$ cat config.mk
export PLATFORM = sky130hd
export DESIGN_NAME = ltc_frame_aligner
export DESIGN_NICKNAME = d
export VERILOG_FILES = /design/src/rtl/ltc_frame_aligner.sv
export SDC_FILE = /design/constraint.sdc
export NUM_CORES = 1
export LEC_CHECK = 0
export CORE_MARGIN = 10
export CORE_UTILIZATION = 46
export CTS_CLUSTER_DIAMETER = 150
export DETAILED_ROUTE_END_ITERATION = 16
export PLACE_DENSITY = 0.83
export SLEW_MARGIN = 20
export SYNTH_ARGS = -nofsm -noshare
export SYNTH_HDL_FRONTEND = slang
export SYNTH_SLANG_ARGS = --single-unit
export TNS_END_PERCENT = 50
$ cat constraint.sdc
create_clock -name sys_clk -period 2.6 [get_ports sys_clk]
set_clock_uncertainty 0.15 [all_clocks]
set_input_delay 0.65 -clock sys_clk [delete_from_list [all_inputs] [get_ports sys_clk]]
set_output_delay 0.65 -clock sys_clk [all_outputs]
set_load 0.01 [all_outputs]
$ cat src/rtl/ltc_frame_aligner.sv
// rtl/ltc_frame_aligner.sv - LTC LVDS ADC frame aligner: bitslip search, lock confirm, lock monitor, test-pattern check.
module ltc_frame_aligner #(
  parameter int               N_CH          = 2,
  parameter int               S             = 8,
  parameter logic [S-1:0]     FRAME_PATTERN = 8'hF0,
  parameter logic [2*S-1:0]   TP            = 16'h3DDA,
  parameter int               SETTLE_CYCLES = 4,
  parameter int               MATCH_COUNT   = 16,
  parameter int               ERR_LIMIT     = 4,
  parameter bit               AUTO_RELOCK   = 1'b1
) (
  input  logic                    sys_clk,
  input  logic                    sys_rst_n,
  input  logic                    start,
  input  logic                    valid,
  input  logic [S-1:0]            frame_in,
  input  logic [N_CH*2*S-1:0]     data_in,
  input  logic                    tp_en,
  output logic                    bitslip,
  output logic                    locked,
  output logic                    fail,
  output logic [$clog2(S+1)-1:0]  slip_cnt,
  output logic [N_CH-1:0]         tp_ok,
  output logic [15:0]             err_cnt
);

  localparam int SCW = $clog2(S + 1);
  localparam int MCW = $clog2(MATCH_COUNT + 1);
  localparam int RCW = $clog2(ERR_LIMIT + 1);
  localparam int STW = (SETTLE_CYCLES > 0) ? $clog2(SETTLE_CYCLES + 1) : 1;

  localparam logic [SCW-1:0] SLIP_MAX    = SCW'(S);
  localparam logic [MCW-1:0] MATCH_MAX   = MCW'(MATCH_COUNT);
  localparam logic [RCW-1:0] RUN_MAX     = RCW'(ERR_LIMIT);
  localparam logic [STW-1:0] SETTLE_INIT = STW'(SETTLE_CYCLES);

  typedef enum logic [2:0] {
    IDLE   = 3'd0,
    CHECK  = 3'd1,
    SLIP   = 3'd2,
    SETTLE = 3'd3,
    VERIFY = 3'd4,
    LOCKED = 3'd5,
    FAIL   = 3'd6
  } state_t;

  state_t          state_q,  state_d;
  logic [SCW-1:0]  slip_q,   slip_d;
  logic [MCW-1:0]  match_q,  match_d;
  logic [RCW-1:0]  run_q,    run_d;
  logic [STW-1:0]  settle_q, settle_d;
  logic [15:0]     err_q,    err_d;
  logic [N_CH-1:0] tp_q,     tp_d;

  logic frame_ok;
  assign frame_ok = (frame_in == FRAME_PATTERN);

  always_ff @(posedge sys_clk or negedge sys_rst_n) begin
    if (!sys_rst_n) begin
      state_q  <= IDLE;
      slip_q   <= '0;
      match_q  <= '0;
      run_q    <= '0;
      settle_q <= '0;
      err_q    <= '0;
      tp_q     <= '0;
    end else begin
      state_q  <= state_d;
      slip_q   <= slip_d;
      match_q  <= match_d;
      run_q    <= run_d;
      settle_q <= settle_d;
      err_q    <= err_d;
      tp_q     <= tp_d;
    end
  end

  // start overrides whatever the current state would do with this cycle's word
  always_comb begin
    state_d  = state_q;
    slip_d   = slip_q;
    match_d  = match_q;
    run_d    = run_q;
    settle_d = settle_q;
    err_d    = err_q;
    if (start) begin
      state_d = CHECK;
      slip_d  = '0;
      match_d = '0;
      run_d   = '0;
    end else begin
      case (state_q)
        IDLE: ;
        CHECK: begin
          if (valid) begin
            if (frame_ok) begin
              match_d = MCW'(1);
              state_d = (MATCH_COUNT <= 1) ? LOCKED : VERIFY;
            end else if (slip_q == SLIP_MAX) begin
              state_d = FAIL;
            end else begin
              state_d = SLIP;
            end
          end
        end
        SLIP: begin
          if (slip_q != SLIP_MAX) slip_d = slip_q + SCW'(1);
          settle_d = SETTLE_INIT;
          state_d  = SETTLE;
        end
        SETTLE: begin
          if (settle_q == '0) begin
            state_d = CHECK;
          end else if (valid) begin
            settle_d = settle_q - STW'(1);
            if (settle_q == STW'(1)) state_d = CHECK;
          end
        end
        VERIFY: begin
          if (valid) begin
            if (frame_ok) begin
              match_d = match_q + MCW'(1);
              if (match_q + MCW'(1) >= MATCH_MAX) state_d = LOCKED;
            end else begin
              state_d = CHECK;
            end
          end
        end
        LOCKED: begin
          if (valid) begin
            if (frame_ok) begin
              run_d = '0;
            end else begin
              if (err_q != 16'hFFFF) err_d = err_q + 16'd1;
              run_d = run_q + RCW'(1);
              if (run_q + RCW'(1) >= RUN_MAX) begin
                if (AUTO_RELOCK) begin
                  state_d = CHECK;
                  slip_d  = '0;
                  match_d = '0;
                  run_d   = '0;
                end else begin
                  state_d = FAIL;
                end
              end
            end
          end
        end
        FAIL: ;
        default: state_d = IDLE;
      endcase
    end
  end

  always_comb begin
    tp_d = tp_q;
    if (state_q == LOCKED && tp_en) begin
      if (valid) begin
        for (int i = 0; i < N_CH; i++) begin
          tp_d[i] = (data_in[i*2*S +: 2*S] == TP);
        end
      end
    end else begin
      tp_d = '0;
    end
  end

  assign bitslip  = (state_q == SLIP);
  assign locked   = (state_q == LOCKED);
  assign fail     = (state_q == FAIL);
  assign slip_cnt = slip_q;
  assign tp_ok    = tp_q;
  assign err_cnt  = err_q;

endmodule

# ---- After elaboration in Yosys (flattened, before gate mapping)
# Index checks and enable logic that the tools add are counted.
dict set report totals {
  reg_bits 36
  word_cells 98
}
dict set report classes {
  addsub 5
  magnitude_cmp 2
  eq_ne 28
  n_mux 39
  bitwise_logic 2
  n_reduce_logical 15
}
# op n
set op_table {}
lappend op_table {{$mux W3} 20}
lappend op_table {{$mux W5} 8}
lappend op_table {{$eq A16 B14 Y1 const B} 2}
lappend op_table {{$mux W4} 5}
lappend op_table {{$ne A3 B3 Y1 const B} 6}
lappend op_table {{$pmux W3 S6} 1}
lappend op_table {{$add A16 B1 Y16 const B} 1}
lappend op_table {{$ne A16 B16 Y1 const B} 1}
lappend op_table {{$ne A4 B4 Y1 const B} 4}
lappend op_table {{$pmux W5 S3} 1}
lappend op_table {{$reduce_and A5 Y1} 2}
lappend op_table {{$eq A3 B3 Y1 const B} 3}
lappend op_table {{$reduce_and A9 Y1} 1}
lappend op_table {{$eq A8 B8 Y1 const B} 1}
lappend op_table {{$pmux W4 S2} 1}
lappend op_table {{$reduce_and A8 Y1} 1}
lappend op_table {{$eq A3 B1 Y1 const B} 2}
lappend op_table {{$eq A3 B2 Y1 const B} 2}
lappend op_table {{$logic_not A3 Y1} 2}
lappend op_table {{$ne A2 B2 Y1 const B} 3}
lappend op_table {{$ne A3 B2 Y1 const B} 2}
lappend op_table {{$pmux W3 S2} 1}
lappend op_table {{$reduce_bool A2 Y1} 3}
lappend op_table {{$add A5 B1 Y5 const B} 1}
lappend op_table {{other kinds (15)} 17}

# ---- Logic depth before layout (Yosys ltp)
# Gate-level depths: netlist of the first run.
dict set report logic_depth {
  word_depth 7
  ltp_mapped 7
}

# ---- Worst setup path after synthesis of the first run
# Ideal clock, no wire load.
dict set report synth_timing {
  path_type {input to register}
  from {input port frame_in[1]}
  to {register match_q[2]}
  setup_time_ps 118
  arrival_ps 1981
  t_required_ps 2332
  path_slack_ps 351
  path_stages 6
  cell_sequence {or4_1 > buf_2 > o21ai_0 > o2111a_2 > o22ai_2 > a21o_1}
}
dict set report synth_between {
  elab_chain_cells 3
  elab_cells_between_ends 5
}
# element line
set synth_rtl {}
lappend synth_rtl {{from (decl)} 16} ;# input logic [S-1:0] frame_in,
lappend synth_rtl {{$eq A8 B8 Y1 *} 56} ;# assign frame_ok = (frame_in == FRAME_PATTERN);
lappend synth_rtl {{$ne A3 B3 Y1 (no source line)} --}
lappend synth_rtl {{$reduce_and A8 Y1 (no source line) *} --}
lappend synth_rtl {{to (signal assigned)} 70} ;# match_q <= match_d;
lappend synth_rtl {{to (decl)} 49} ;# logic [MCW-1:0] match_q, match_d;
# Every way passes the cells marked *; elsewhere a longest branch is shown, timed or not.
# A chain may end at the register's enable or synchronous reset.

# ---- Worst setup path in the final report of the first run
dict set report layout_timing {
  from {input port frame_in[1]}
  to {register state_q[2]}
}
dict set report layout_between {
  elab_chain_cells 5
  elab_cells_between_ends 10
}
# element line
set layout_rtl {}
lappend layout_rtl {{$eq A8 B8 Y1 *} 56}
lappend layout_rtl {{$mux W3 (on tied branches)} {121, 96}}
lappend layout_rtl {{$mux W3 (on tied branches)} {120, 95}}
lappend layout_rtl {{$pmux W3 S6} 92} ;# case (state_q)
lappend layout_rtl {{$mux W3} 86} ;# if (start) begin
lappend layout_rtl {{to (signal assigned)} 68} ;# state_q <= state_d;
lappend layout_rtl {{to (decl)} 47} ;# state_t state_q, state_d;
# Every way passes the cells marked *; elsewhere a longest branch is shown, timed or not. The select of a mux whose other input is x is not followed.

==> results of run 1 <==
sequential cells by signal, summed over array words and instances, names as in the netlist:
signal / flops
state_q: 3
slip_cnt: 4
err_cnt: 16
match_q: 5
settle_q: 3
tp_ok: 2
run_q: 3
per-layer routing:
metal / vias to the layer above / share of wire
li1: 1009 / -
met1: 1000 / 0.40
met5: - / 0
met3: 12 / 0.068
met4: 0 / 0.015
met2: 62 / 0.52
cells by family after synthesis:
logic type               Yosys count  share of synthesized area
AND/OR/NAND/NOR                  107                     0.2622
multiplexers                       5                    0.02494
adder cells (fa/ha/maj)            8                    0.04641
flip-flops                        36                     0.4176
AO/OA/AOI/OAI                     44                     0.1554
buffers and inverters             18                    0.03248
XOR/XNOR                          15                    0.06090
cell usage after synthesis, drive strengths merged (2+ instances only):
| cell type | n | area (um2) |
|---|---|---|
| dfrtp | 36 | 900.9 |
| xor2 | 4 | 35.03 |
| clkbuf | 4 | 15.01 |
| or2 | 2 | 12.52 |
| o31ai | 2 | 15.01 |
| buf | 3 | 13.76 |
| a21o | 3 | 22.52 |
| and2 | 3 | 18.77 |
| o21ai | 10 | 53.80 |
| nand3b | 2 | 15.01 |
| a21oi | 12 | 60.06 |
| inv | 10 | 37.54 |
| mux2 | 3 | 33.78 |
| nor2 | 16 | 62.56 |
| mux2i | 2 | 20.02 |
| ha | 8 | 100.1 |
| xnor2 | 11 | 96.34 |
| nand4b | 3 | 26.28 |
| nand2 | 18 | 67.56 |
| nand2b | 4 | 25.02 |
| and3 | 8 | 50.05 |
| nand3 | 26 | 130.1 |
| nand4 | 4 | 25.02 |
| nor3 | 9 | 45.04 |
| nor4 | 5 | 31.28 |
worst max path at each step:
stage                 end  slack [ps]
2_1_floorplan  match_q[2]         350
3_3_place_gp   match_q[2]        -130
3_5_place_dp   state_q[2]        -180
4_1_cts           bitslip          20
5_1_grt        state_q[0]           5
6_report       state_q[2]         100
stage by stage:
stage / setup WS, ps / area [um2] / total power, W / util
after floorplan: 351.2 / 2157 / 0.001128 / -
after global routing: 4.664 / 3093 / 0.002112 / 0.6959
after global placement: -125.3 / 2959 / 0.001403 / 0.6658
after CTS: 18.57 / 3087 / 0.001966 / 0.6945
final: 102.2 / 3093 / 0.001965 / 0.6959
after detailed placement: -184.7 / 2959 / 0.001424 / 0.6658
power groups by stage:
stage / Sequential [W] / Combinational, W / Clock, W
detailed placement: 0.000763 / 0.000661 / 0
floorplan: 0.000715 / 0.000413 / 0
finish: 0.000762 / 0.000664 / 0.000539
global placement: 0.000758 / 0.000645 / 0
CTS: 0.000754 / 0.000666 / 0.000546
global route: 0.000782 / 0.000749 / 0.000581
area by class of cell:
class / instances / area share
timing repair buffer: 79 / 0.2476
clock buffer: 7 / 0.03115
clock inverter: 1 / 0.009709
inverter: 11 / 0.01335
tap: 52 / 0.02104
multi-input combinational: 179 / 0.3851
sequential: 36 / 0.2921
repair_timing:
item	in CTS	in global routing
resized for setup	1	2
endpoints found under the setup margin	1	2
gates cloned	0	0
worst reg2reg max path, stage by stage, from the launching register on:
cell	delay [ps]
dfrtp_1	400
ha_1	210
xor2_1	410
o21ai_0	210
a21oi_1	290
mux2_2	370
nor2_1	100
==> impl_metrics.yaml, run 1 <==
run_status:
  run_status: "finished, final reports clean"
final_layout:
  n_antenna_cell: 0
  nFillCells: 351
  fin_cells: 365
  layout_common_cells: "69 x clkdlybuf4s50_1, 34 x dfrtp_1, 26 x nand3_1"
  drive_gt1_frac: 0.1150
  multi_input_area_um2: 1191
  nets: 365
  seqCellArea_um2: 903.4
  mostFrequentLayoutCell: "clkdlybuf4s50_1"
  syn2layout_area_growth_pct: 43.39
power_and_ir_drop:
  peakVddDrop_v: 0.0003937
  p_int_w: 0.001322
  p_comb_frac: 0.338
  p_leak_nw: 1.315
  pwr-share-clk: 0.274
  switching_share: 0.3270
  switchingPower_w: 0.0006425
  seq_power_share: 0.388
  p_per_area_nw_per_um2: 635.2
route:
  first_iter_violations: 166
  wl_per_cell_um: 16.40
  viasPerCell: 5.707
  firstDrtPassIters: 4
  routed_wl_mm: 5.987
  drc: 0
  antenna_left: 0
  num_vias: 2083
global_routing:
  met1_usage: 0.1917
  grt-busiest-layer: "met2"
  use_met2: 0.2820
  grt_max_degree: 37
  grt_remaining_overflow: 0
  use_met3: 0.06066
  grt_pass1_vias: 2115
  track_usage: 0.1657
  antenna_found_initial: 0
  grt_pass1_wl_mm: 10.41
setup_path:
  cp.depth: 6
  critPathCaptureType: "register"
  cpMaxStageDelayCell: "or4_1"
  cp_data_required_time_ps: 2630
  regToRegSetupSlack_ps: 390
  path_class: "in -> reg"
  cp_num_buf_inv: 1
  r2r_start: "run_q[0]"
  critPathLaunchType: "primary input"
  cp_max_fo: 7
  crit_start: "frame_in[1]"
  max_stage_delay_ps: 660
  r2r_cells: 6
  path_cells: "clkdlybuf4s50_1 > or4_1 > or2_1 > a21oi_1 > o41ai_1 > a22o_1"
  cp.arrival_ps: 2530
  crit_family: "simple AND/OR/NAND/NOR gates"
  r2r-end: "slip_cnt[1]"
hold_path:
  min_from: "err_cnt[13]"
  hold_class: "reg -> reg"
  min_to: "err_cnt[13]"
  hold_depth: 1
floorplan:
  die_y_um: 88.48
  initial_core_util: 0.4854
  dieArea_um2: 7829
  rows: 24
  ioPinCount: 70
  die_x_um: 88.48
  coreArea_um2: 4444
clocking:
  root_buffer: "clkbuf_8"
  cts_buffer_depth: 2
  cts_tree: "built"
  clk_latency_ps: 290
  hold_buffers: 0
  clock-sinks: 36
  cts_buffers: 5
  cts_setup_buffers: 0
  clk_pin_slew_ps: 70
  h-tree-depth: 2
timing:
  fin_tns_setup_ps: 0
  rsz0062_at_grt: "no"
  slew_headroom: 0.6176
  period_minus_slack_ps: 2498
  fin_hold_ws_ps: 373.6
  slew_viol_final: 0
  period_share: 0.9607
  tightest_slew_ps: 569.3
  finalHoldViolCount: 0
  finalSetupViolations: 0
  fmax_mhz: 400.4
placed_design:
  dp_hpwl_mm: 4.746
  dp.cells: 357
  routabilityCongestion: 0.9530
  port_buffers: 69
logic_synthesis:
  synthesis.area_um2: 2157
  syn_area_per_cell_um2: 9.258
  yosys_register_bits: 36
  yosys_warnings: 0
  ys_types: 54
  synthArstFlopShare: 1.000
  synth-edff-count: 0
  synth_ff_type: "dfrtp_1"
  yosysSeqAreaShare: 0.4176
  synthCells: 233
  syn_nets: 286
run:
  cap_violations: 0
Power figures use the tool's default switching activity.
==> run 2: changes to the inputs <==
--- a/config.mk
+++ b/config.mk
@@ -10,6 +10,7 @@
 export CTS_CLUSTER_DIAMETER = 150
 export DETAILED_ROUTE_END_ITERATION = 16
 export PLACE_DENSITY = 0.83
+export SKIP_LAST_GASP = 1
 export SLEW_MARGIN = 20
 export SYNTH_ARGS = -nofsm -noshare
 export SYNTH_HDL_FRONTEND = slang
==> run 2 against run 1 <==
Final cell count stayed put. Critical path type is now reg -> out. Sequential power hardly changed. Utilization hardly changed. Sequential cell count stayed put. Critical path depth is 3 lower. First-iteration DRC count stayed put. Hold slack stayed put. Clock power hardly changed.
==> impl_metrics.yaml, run 2 (synthesis results as in run 1) <==
final_layout:
  drive_gt1_frac: 0.1118
  multi_input_area_um2: 1191
  final_area_um2: 3092
  layout_common_cells: "69 x clkdlybuf4s50_1, 35 x dfrtp_1, 26 x nand3_1"
  nets: 365
  seqCellArea_um2: 902.1
  n_antenna_cell: 0
  largest_register_ffs: 16
  nFillCells: 351
  mostFrequentLayoutCell: "clkdlybuf4s50_1"
  fin_cells: 365
  syn2layout_area_growth_pct: 43.33
  utilization: 0.6957
floorplan:
  rows: 24
  die_x_um: 88.48
  initial_core_util: 0.4854
  die_y_um: 88.48
  ioPinCount: 70
  coreArea_um2: 4444
  dieArea_um2: 7829
clocking:
  clk_latency_ps: 290
  cts_buffer_depth: 2
  cts_buffers: 5
  h-tree-depth: 2
  cts_tree: "built"
  hold_buffers: 0
  clk_pin_slew_ps: 70
  root_buffer: "clkbuf_8"
  clock-sinks: 36
setup_path:
  crit_start: "state_q[2]"
  r2r-end: "slip_cnt[1]"
  cpMaxStageDelayCell: "dfrtp_1"
  regToRegSetupSlack_ps: 390
  crit_family: "flip-flops"
  endpoint: "fail"
  critPathLaunchType: "register"
  cp_data_required_time_ps: 1800
  r2r_start: "run_q[0]"
  cp_num_buf_inv: 1
  path_class: "reg -> out"
  max_stage_delay_ps: 610
  r2r_cells: 6
  cp.arrival_ps: 1720
  cp_max_fo: 14
  critPathCaptureType: "output pin"
  path_cells: "nand2_1 > nor2_1 > clkdlybuf4s50_1"
  cp.depth: 3
route:
  viasPerCell: 5.707
  routed_wl_mm: 5.987
  antenna_left: 0
  first_iter_violations: 166
  drc: 0
  num_vias: 2083
  firstDrtPassIters: 4
  wl_per_cell_um: 16.40
timing:
  rsz0062_at_grt: "yes"
  slew_viol_final: 0
  tightest_slew_ps: 569.3
  finalSetupViolations: 0
  period_minus_slack_ps: 2519
  period_share: 0.9689
  finalHoldViolCount: 0
  slew_headroom: 0.6176
  setup_ws_ps: 80.77
  fmax_mhz: 396.9
global_routing:
  grt_max_degree: 37
  grt_pass1_wl_mm: 10.41
  grt_pass1_vias: 2115
  grt_remaining_overflow: 0
  antenna_found_initial: 0
  track_usage: 0.1657
power_and_ir_drop:
  seq_power_share: 0.387
  peakVddDrop_v: 0.0003937
  p_per_area_nw_per_um2: 635.0
  pwr-share-clk: 0.275
  p_comb_frac: 0.338
  p_int_w: 0.001321
  switchingPower_w: 0.0006425
  switching_share: 0.3273
  p_leak_nw: 1.316
placed_design:
  place_area_um2: 2959
  dp.cells: 357
  routabilityCongestion: 0.9530
  dp_hpwl_mm: 4.746
  port_buffers: 69
  place_ws_ps: -184.7
run_status:
  run_status: "finished, final reports clean"
hold_path:
  hold_class: "reg -> reg"
run:
  cap_violations: 0
-- run 2: repair_timing --
item | CTS | global route
setup buffers | 0 | 0
resized for setup | 1 | 1
setup endpoints to repair | 1 | 2
-- run 2: cell type report --
type | count | share of cell area
repair buffers | 79 | 0.2477
clock buffers | 7 | 0.03116
well taps | 52 | 0.02104
clock inverters | 1 | 0.009713
flip-flops and latches | 36 | 0.2918
inverters | 11 | 0.01335
multi-input cells | 179 | 0.3853
-- run 2: power groups by stage --
| stage | registers [W] | clock network (W) | logic [W] |
|---|---|---|---|
| floorplan | 0.000715 | 0 | 0.000413 |
| global placement | 0.000758 | 0 | 0.000645 |
| detailed placement | 0.000763 | 0 | 0.000661 |
| CTS | 0.000754 | 0.000546 | 0.000666 |
| global route | 0.000780 | 0.000581 | 0.000749 |
| finish | 0.000760 | 0.000539 | 0.000664 |
-- run 2: how the worst min path moves through the flow --
stage | startpoint | to | slack (ps) | cells past startpoint
after floorplan | sys_rst_n | err_cnt[0] | 200 | 0
after global routing | match_q[2] | match_q[2] | 400 | 1
after detailed placement | settle_q[1] | settle_q[1] | 350 | 2
final | err_cnt[13] | err_cnt[13] | 370 | 1
after global placement | settle_q[1] | settle_q[1] | 340 | 2
after CTS | settle_q[1] | settle_q[1] | 370 | 2
-- run 2: routing by layer --
layer / share of wire / track usage
met5: 0 / 0
met4: 0.015 / 0.04552
met3: 0.068 / 0.06066
met2: 0.52 / 0.2820
met1: 0.40 / 0.1917
-- run 2: per-stage QoR --
stage / total power [W] / hold WS [ps] / TNS, ps
floorplan: 0.001128 / 204.4 / 0
global placement: 0.001403 / 338.1 / -1669
detailed placement: 0.001424 / 353.1 / -2651
CTS: 0.001966 / 371.7 / 0
global route: 0.002111 / 404.0 / -35.90
finish: 0.001963 / 373.6 / 0
